===== src/rtl/scr_test_sequencer.sv =====
// SCR detector test sequencer.
// Releases the detector pulse-forbid, fires a forward then a negative trigger
// pulse, waits for the detector to evaluate each one, then latches the
// breakdown/BOD flags and counts failing test cycles. All outputs are
// registered; i_forbid_req aborts to IDLE from any state.
module scr_test_sequencer #(
  parameter logic [19:0] PULSE_WIDTH = 20'd500,
  parameter logic [19:0] ARM_CYCLES  = 20'd50,
  parameter logic [19:0] WAIT_CYCLES = 20'd900100
) (
  input  logic       i_clk_50m,
  input  logic       i_rst_n,
  input  logic       i_start,
  input  logic       i_forbid_req,
  input  logic       i_fwd_state,
  input  logic       i_neg_state,
  input  logic       i_fwd_bod,
  input  logic       i_neg_bod,
  output logic       o_trig_forward,
  output logic       o_trig_negative,
  output logic       o_forbid,
  output logic       o_busy,
  output logic [3:0] o_result,
  output logic       o_result_valid,
  output logic [7:0] o_fail_cnt
);

  typedef enum logic [2:0] {
    IDLE,
    ARM,
    FWD_PULSE,
    FWD_WAIT,
    NEG_PULSE,
    NEG_WAIT,
    REPORT
  } state_t;

  // Terminal counts; the phase counter runs from 0 to these values inclusive.
  localparam logic [19:0] ARM_LAST   = ARM_CYCLES - 20'd1;
  localparam logic [19:0] PULSE_LAST = PULSE_WIDTH - 20'd1;
  localparam logic [19:0] WAIT_LAST  = WAIT_CYCLES - 20'd1;

  state_t      state_q, state_d;
  logic [19:0] cnt_q, cnt_d;
  logic        ready_q, ready_d;
  logic        trig_fwd_q, trig_fwd_d;
  logic        trig_neg_q, trig_neg_d;
  logic        forbid_q, forbid_d;
  logic        busy_q, busy_d;
  logic [3:0]  result_q, result_d;
  logic        valid_q, valid_d;
  logic [7:0]  fail_q, fail_d;
  logic [3:0]  sample;

  assign sample = {i_fwd_bod, i_neg_bod, i_fwd_state, i_neg_state};

  // Next-state, phase counter and result bookkeeping; outputs are decoded
  // from the next state so they come straight out of flops.
  always_comb begin
    // NOTE: every variable gets a default before the case so no path leaves
    // one unassigned, which would otherwise infer a latch.
    state_d  = state_q;
    cnt_d    = cnt_q;
    ready_d  = 1'b1;
    result_d = result_q;
    valid_d  = 1'b0;
    fail_d   = fail_q;

    case (state_q)
      IDLE: begin
        cnt_d = 20'd0;
        // ready_q holds off the first edge after reset release.
        if (i_start && ready_q) state_d = ARM;
      end
      ARM: begin
        if (cnt_q == ARM_LAST) begin
          state_d = FWD_PULSE;
          cnt_d   = 20'd0;
        end else begin
          cnt_d = cnt_q + 20'd1;
        end
      end
      // The counter keeps running from pulse rise through the wait phase so
      // the wait end is measured from the rising edge of the trigger.
      FWD_PULSE: begin
        cnt_d = cnt_q + 20'd1;
        if (cnt_q == PULSE_LAST) state_d = FWD_WAIT;
      end
      FWD_WAIT: begin
        if (cnt_q == WAIT_LAST) begin
          state_d = NEG_PULSE;
          cnt_d   = 20'd0;
        end else begin
          cnt_d = cnt_q + 20'd1;
        end
      end
      NEG_PULSE: begin
        cnt_d = cnt_q + 20'd1;
        if (cnt_q == PULSE_LAST) state_d = NEG_WAIT;
      end
      NEG_WAIT: begin
        if (cnt_q == WAIT_LAST) begin
          state_d = REPORT;
          cnt_d   = 20'd0;
        end else begin
          cnt_d = cnt_q + 20'd1;
        end
      end
      REPORT: begin
        cnt_d    = 20'd0;
        result_d = sample;
        valid_d  = 1'b1;
        if ((|sample) && (fail_q != 8'hFF)) fail_d = fail_q + 8'd1;
        // A stop request is only honoured here, at the cycle boundary.
        state_d = i_start ? FWD_PULSE : IDLE;
      end
      default: begin
        state_d = IDLE;
        cnt_d   = 20'd0;
      end
    endcase

    // Abort overrides every transition and discards any pending report.
    if (i_forbid_req) begin
      state_d  = IDLE;
      cnt_d    = 20'd0;
      result_d = result_q;
      valid_d  = 1'b0;
      fail_d   = fail_q;
    end

    trig_fwd_d = (state_d == FWD_PULSE);
    trig_neg_d = (state_d == NEG_PULSE);
    forbid_d   = (state_d == IDLE);
    busy_d     = (state_d != IDLE);
  end

  // State and registered outputs; reset drops the triggers asynchronously.
  always_ff @(posedge i_clk_50m or negedge i_rst_n) begin
    if (!i_rst_n) begin
      state_q    <= IDLE;
      cnt_q      <= 20'd0;
      ready_q    <= 1'b0;
      trig_fwd_q <= 1'b0;
      trig_neg_q <= 1'b0;
      forbid_q   <= 1'b1;
      busy_q     <= 1'b0;
      result_q   <= 4'b0000;
      valid_q    <= 1'b0;
      fail_q     <= 8'd0;
    end else begin
      // NOTE: non-blocking assignments so every flop samples pre-edge values.
      state_q    <= state_d;
      cnt_q      <= cnt_d;
      ready_q    <= ready_d;
      trig_fwd_q <= trig_fwd_d;
      trig_neg_q <= trig_neg_d;
      forbid_q   <= forbid_d;
      busy_q     <= busy_d;
      result_q   <= result_d;
      valid_q    <= valid_d;
      fail_q     <= fail_d;
    end
  end

  assign o_trig_forward  = trig_fwd_q;
  assign o_trig_negative = trig_neg_q;
  assign o_forbid        = forbid_q;
  assign o_busy          = busy_q;
  assign o_result        = result_q;
  assign o_result_valid  = valid_q;
  assign o_fail_cnt      = fail_q;

endmodule


===== config.mk =====
export PLATFORM = sky130hd
export DESIGN_NAME = scr_test_sequencer
export DESIGN_NICKNAME = d
export VERILOG_FILES = /design/src/rtl/scr_test_sequencer.sv
export SDC_FILE = /design/constraint.sdc
export NUM_CORES = 1
export LEC_CHECK = 0
export CORE_MARGIN = 2
export CORE_UTILIZATION = 50
export CTS_CLUSTER_SIZE = 16
export DETAILED_ROUTE_END_ITERATION = 16
export PLACE_DENSITY = 0.75
export REMOVE_ABC_BUFFERS = 1
export SLEW_MARGIN = 0
export SYNTH_ARGS = -nofsm -noshare
export SYNTH_HDL_FRONTEND = slang
export SYNTH_SLANG_ARGS = --single-unit

===== constraint.sdc =====
create_clock -name i_clk_50m -period 6.6 [get_ports i_clk_50m]
set_input_delay 0.66 -clock i_clk_50m [delete_from_list [all_inputs] [get_ports i_clk_50m]]
set_output_delay 0.66 -clock i_clk_50m [all_outputs]
set_load 0.02 [all_outputs]

==> results.json <==
{
  "rows": 23,
  "power.net_switching_w": 0.0000929,
  "tightest_slew_ps": 873,
  "p_seq_share_pct": 54.8,
  "drive_gt1_share_pct": 8.11,
  "setup_slack_ps": 4330,
  "dp_cells": 264,
  "grt_pass1_wl_mm": 6.09,
  "crit_required_ps": 6770,
  "path_cells": "or3_1 -> nor3_1 -> a31oi_1 -> o31a_1 -> or3_1",
  "wl_per_cell_um": 13.3,
  "ys.flop_type": "dfrtp_1",
  "status": "completed",
  "dieWidth_um": 67.8,
  "peakVddDrop_v": 0.000138,
  "clk_pin_slew_ps": 80,
  "post-route-period-util_pct": 34.4,
  "coreArea_um2": 3970,
  "start_util_pct": 51.3,
  "worstSetupPathType": "flip-flop to flip-flop",
  "first_iter_violations": 88,
  "netlist_instances": 194,
  "h-tree-depth": 2,
  "grt_pass1_vias": 1354,
  "cts_sinks": 41,
  "rsz0062_at_grt": "false",
  "routed_wirelength_mm": 3.61,
  "clkLatencyLatePin_ps": 290,
  "post_cts_buffers": 0,
  "dieArea_um2": 4600,
  "yosysWarningCount": 0,
  "path_buf_inv": 0,
  "synth-edff-count": 0,
  "finalHoldViolCount": 0,
  "critPathArrivalTime_ps": 2440,
  "n_antenna_cell": 0,
  "cp_max_fo": 6,
  "power_density_nw_per_um2": 192,
  "slew_headroom_pct": 41.8,
  "crit_slowest_cell": "dfrtp_1",
  "slew_violations": 0,
  "antenna_found_initial": 0,
  "port_buffers": 24,
  "ys_ff_latch": 41,
  "postCtsHoldBufs": 0,
  "min_period_ps": 2270,
  "power.leakage_nw": 1.01,
  "met3_usage_pct": 3.50,
  "syn_area_um2": 2040,
  "cts_resized": 0,
  "synth_cell_types": 43,
  "grt_overflow": 0,
  "synth-async-reset-ratio_pct": 100,
  "skew_ps": 7.00,
  "busiest_layer": "met2",
  "synthToLayoutAreaGrowth_pct": 19.4,
  "p_total_w": 0.000466,
  "crit_top_cell": "or3_1",
  "synth.avg_cell_area_um2": 10.5,
  "track_usage_pct": 17.5,
  "clockBufferDepth": 2,
  "avgViaCountPerCell": 5.53,
  "fmax_mhz": 440,
  "grt_util_met2_pct": 28.8,
  "hp-class": "input pin to async pin",
  "vias": 1505,
  "tns_ps": 0,
  "combPwrFrac_pct": 4.1,
  "fp.dieH_um": 67.8,
  "dp_slack_ps": 4090,
  "drcViolationCount": 0,
  "cp-start-kind": "flip-flop",
  "slowest_delay_ps": 450,
  "crit_family": "simple AND/OR/NAND/NOR gates",
  "layout.nets": 232,
  "p_int_w": 0.000373,
  "setup_viol": 0,
  "gp_congestion": 0.833,
  "antenna_left": 0,
  "cts_buffers": 5,
  "netSwitchingFraction_pct": 19.9,
  "grt_max_degree": 42,
  "io_pins": 25,
  "drv_cap": 0,
  "tritoncts": "built",
  "clockPowerShare_pct": 41.2,
  "firstDrtPassIters": 4,
  "endpoint_kind": "flip-flop",
  "dp_hpwl_mm": 2.53,
  "root_buffer": "clkbuf_8",
  "stdcell_count": 272,
  "use_met1_pct": 23.0,
  "synth_seq_area_share_pct": 50.5
}
## power groups by stage
stage          clock (W)  combinational (W)  sequential (W)
3_5_place_dp           0          0.0000194        0.000260
6_report        0.000192          0.0000189        0.000255
3_3_place_gp           0          0.0000194        0.000260
2_1_floorplan          0         0.00000546        0.000261
4_1_cts         0.000199          0.0000195        0.000255
5_1_grt         0.000209          0.0000211        0.000256
## placed cells by master, fill, tap and decap left out, drive strengths merged, types with 5 or more instances in the layout
master,synthesis,layout
mux2,5,5
clkbuf,3,6
nand3,9,9
nor3,5,5
nor4,7,7
nand4,7,7
nor2,32,32
xnor2,16,16
nand2,11,11
dfrtp,40,40
clkdlybuf4s50,0,23
xor2,10,10
## path summary, 6_finish.rpt
path                       slack [ps]             to        start  cells after the start
setup reg to reg                 4330         o_busy     cnt_q[2]                      5
max in group asynchronous        5560       cnt_q[0]      i_rst_n                      1
hold reg to reg                   490    o_result[3]  o_result[3]                      1
hold / removal                    470  o_fail_cnt[5]      i_rst_n                      1
setup / recovery                 4330         o_busy     cnt_q[2]                      5
min in group i_clk_50m            490    o_result[3]  o_result[3]                      1
## cell families after synthesis
| kind of cell | Yosys count | synth area share, % |
|---|---|---|
| compound gates | 15 | 5.10 |
| buf+inv | 9 | 1.84 |
| mux | 5 | 2.77 |
| other cells | 1 | 0.184 |
| fa+ha+maj | 3 | 1.84 |
| xor+xnor | 26 | 11.2 |
| flops | 41 | 50.5 |
| simple gates | 94 | 26.6 |
## synthesized netlist by cell type, types with 3 or more instances
master,n,area [um2]
a21oi_1,4,20.0
a31oi_1,4,25.0
and4_1,3,26.3
buf_2,3,15.0
clkbuf_1,3,11.3
dfrtp_1,40,1000
ha_1,3,37.5
inv_1,3,11.3
mux2_1,5,56.3
nand2_1,11,41.3
nand2b_1,3,18.8
nand3_1,8,40.0
nand4_1,7,43.8
nor2_1,31,116
nor3_1,5,25.0
nor4_1,6,37.5
or3_1,3,18.8
xnor2_1,16,140
xor2_1,10,87.6
## metrics by stage
stage               utilization (%)  hold slack (ps)  area, um2
detailed placement             58.5              483       2320
global route                   61.2              523       2430
floorplan                         -              364       2010
finish                         61.2              474       2430
CTS                            61.2              501       2430
global placement               58.5              472       2320
## layout make-up
| class | count | area [um2] |
|---|---|---|
| Fill cell | 337 | 1540 |
| Multi-Input combinational cell | 144 | 971 |
| Clock inverter | 2 | 35.0 |
| Clock buffer | 6 | 72.6 |
| Timing Repair Buffer | 26 | 250 |
| Tap cell | 50 | 62.6 |
| Sequential cell | 41 | 1030 |
| Inverter | 3 | 11.3 |
## layer usage
layer | vias to the layer above | wire length [um]
li1 | 733 | -
met1 | 729 | 1670
met2 | 37 | 1740
met3 | 6 | 159
met4 | 0 | 46
met5 | - | 0
## sequential cells by signal, indices dropped and copies added, names as in the netlist
| signal | flops |
|---|---|
| cnt_q | 20 |
| ready_q | 1 |
| o_fail_cnt | 8 |
| o_trig_forward | 1 |
| o_forbid | 1 |
| o_result | 4 |
| state_q | 3 |
| o_result_valid | 1 |
| o_busy | 1 |
| o_trig_negative | 1 |
Power figures use the tool's default switching activity.
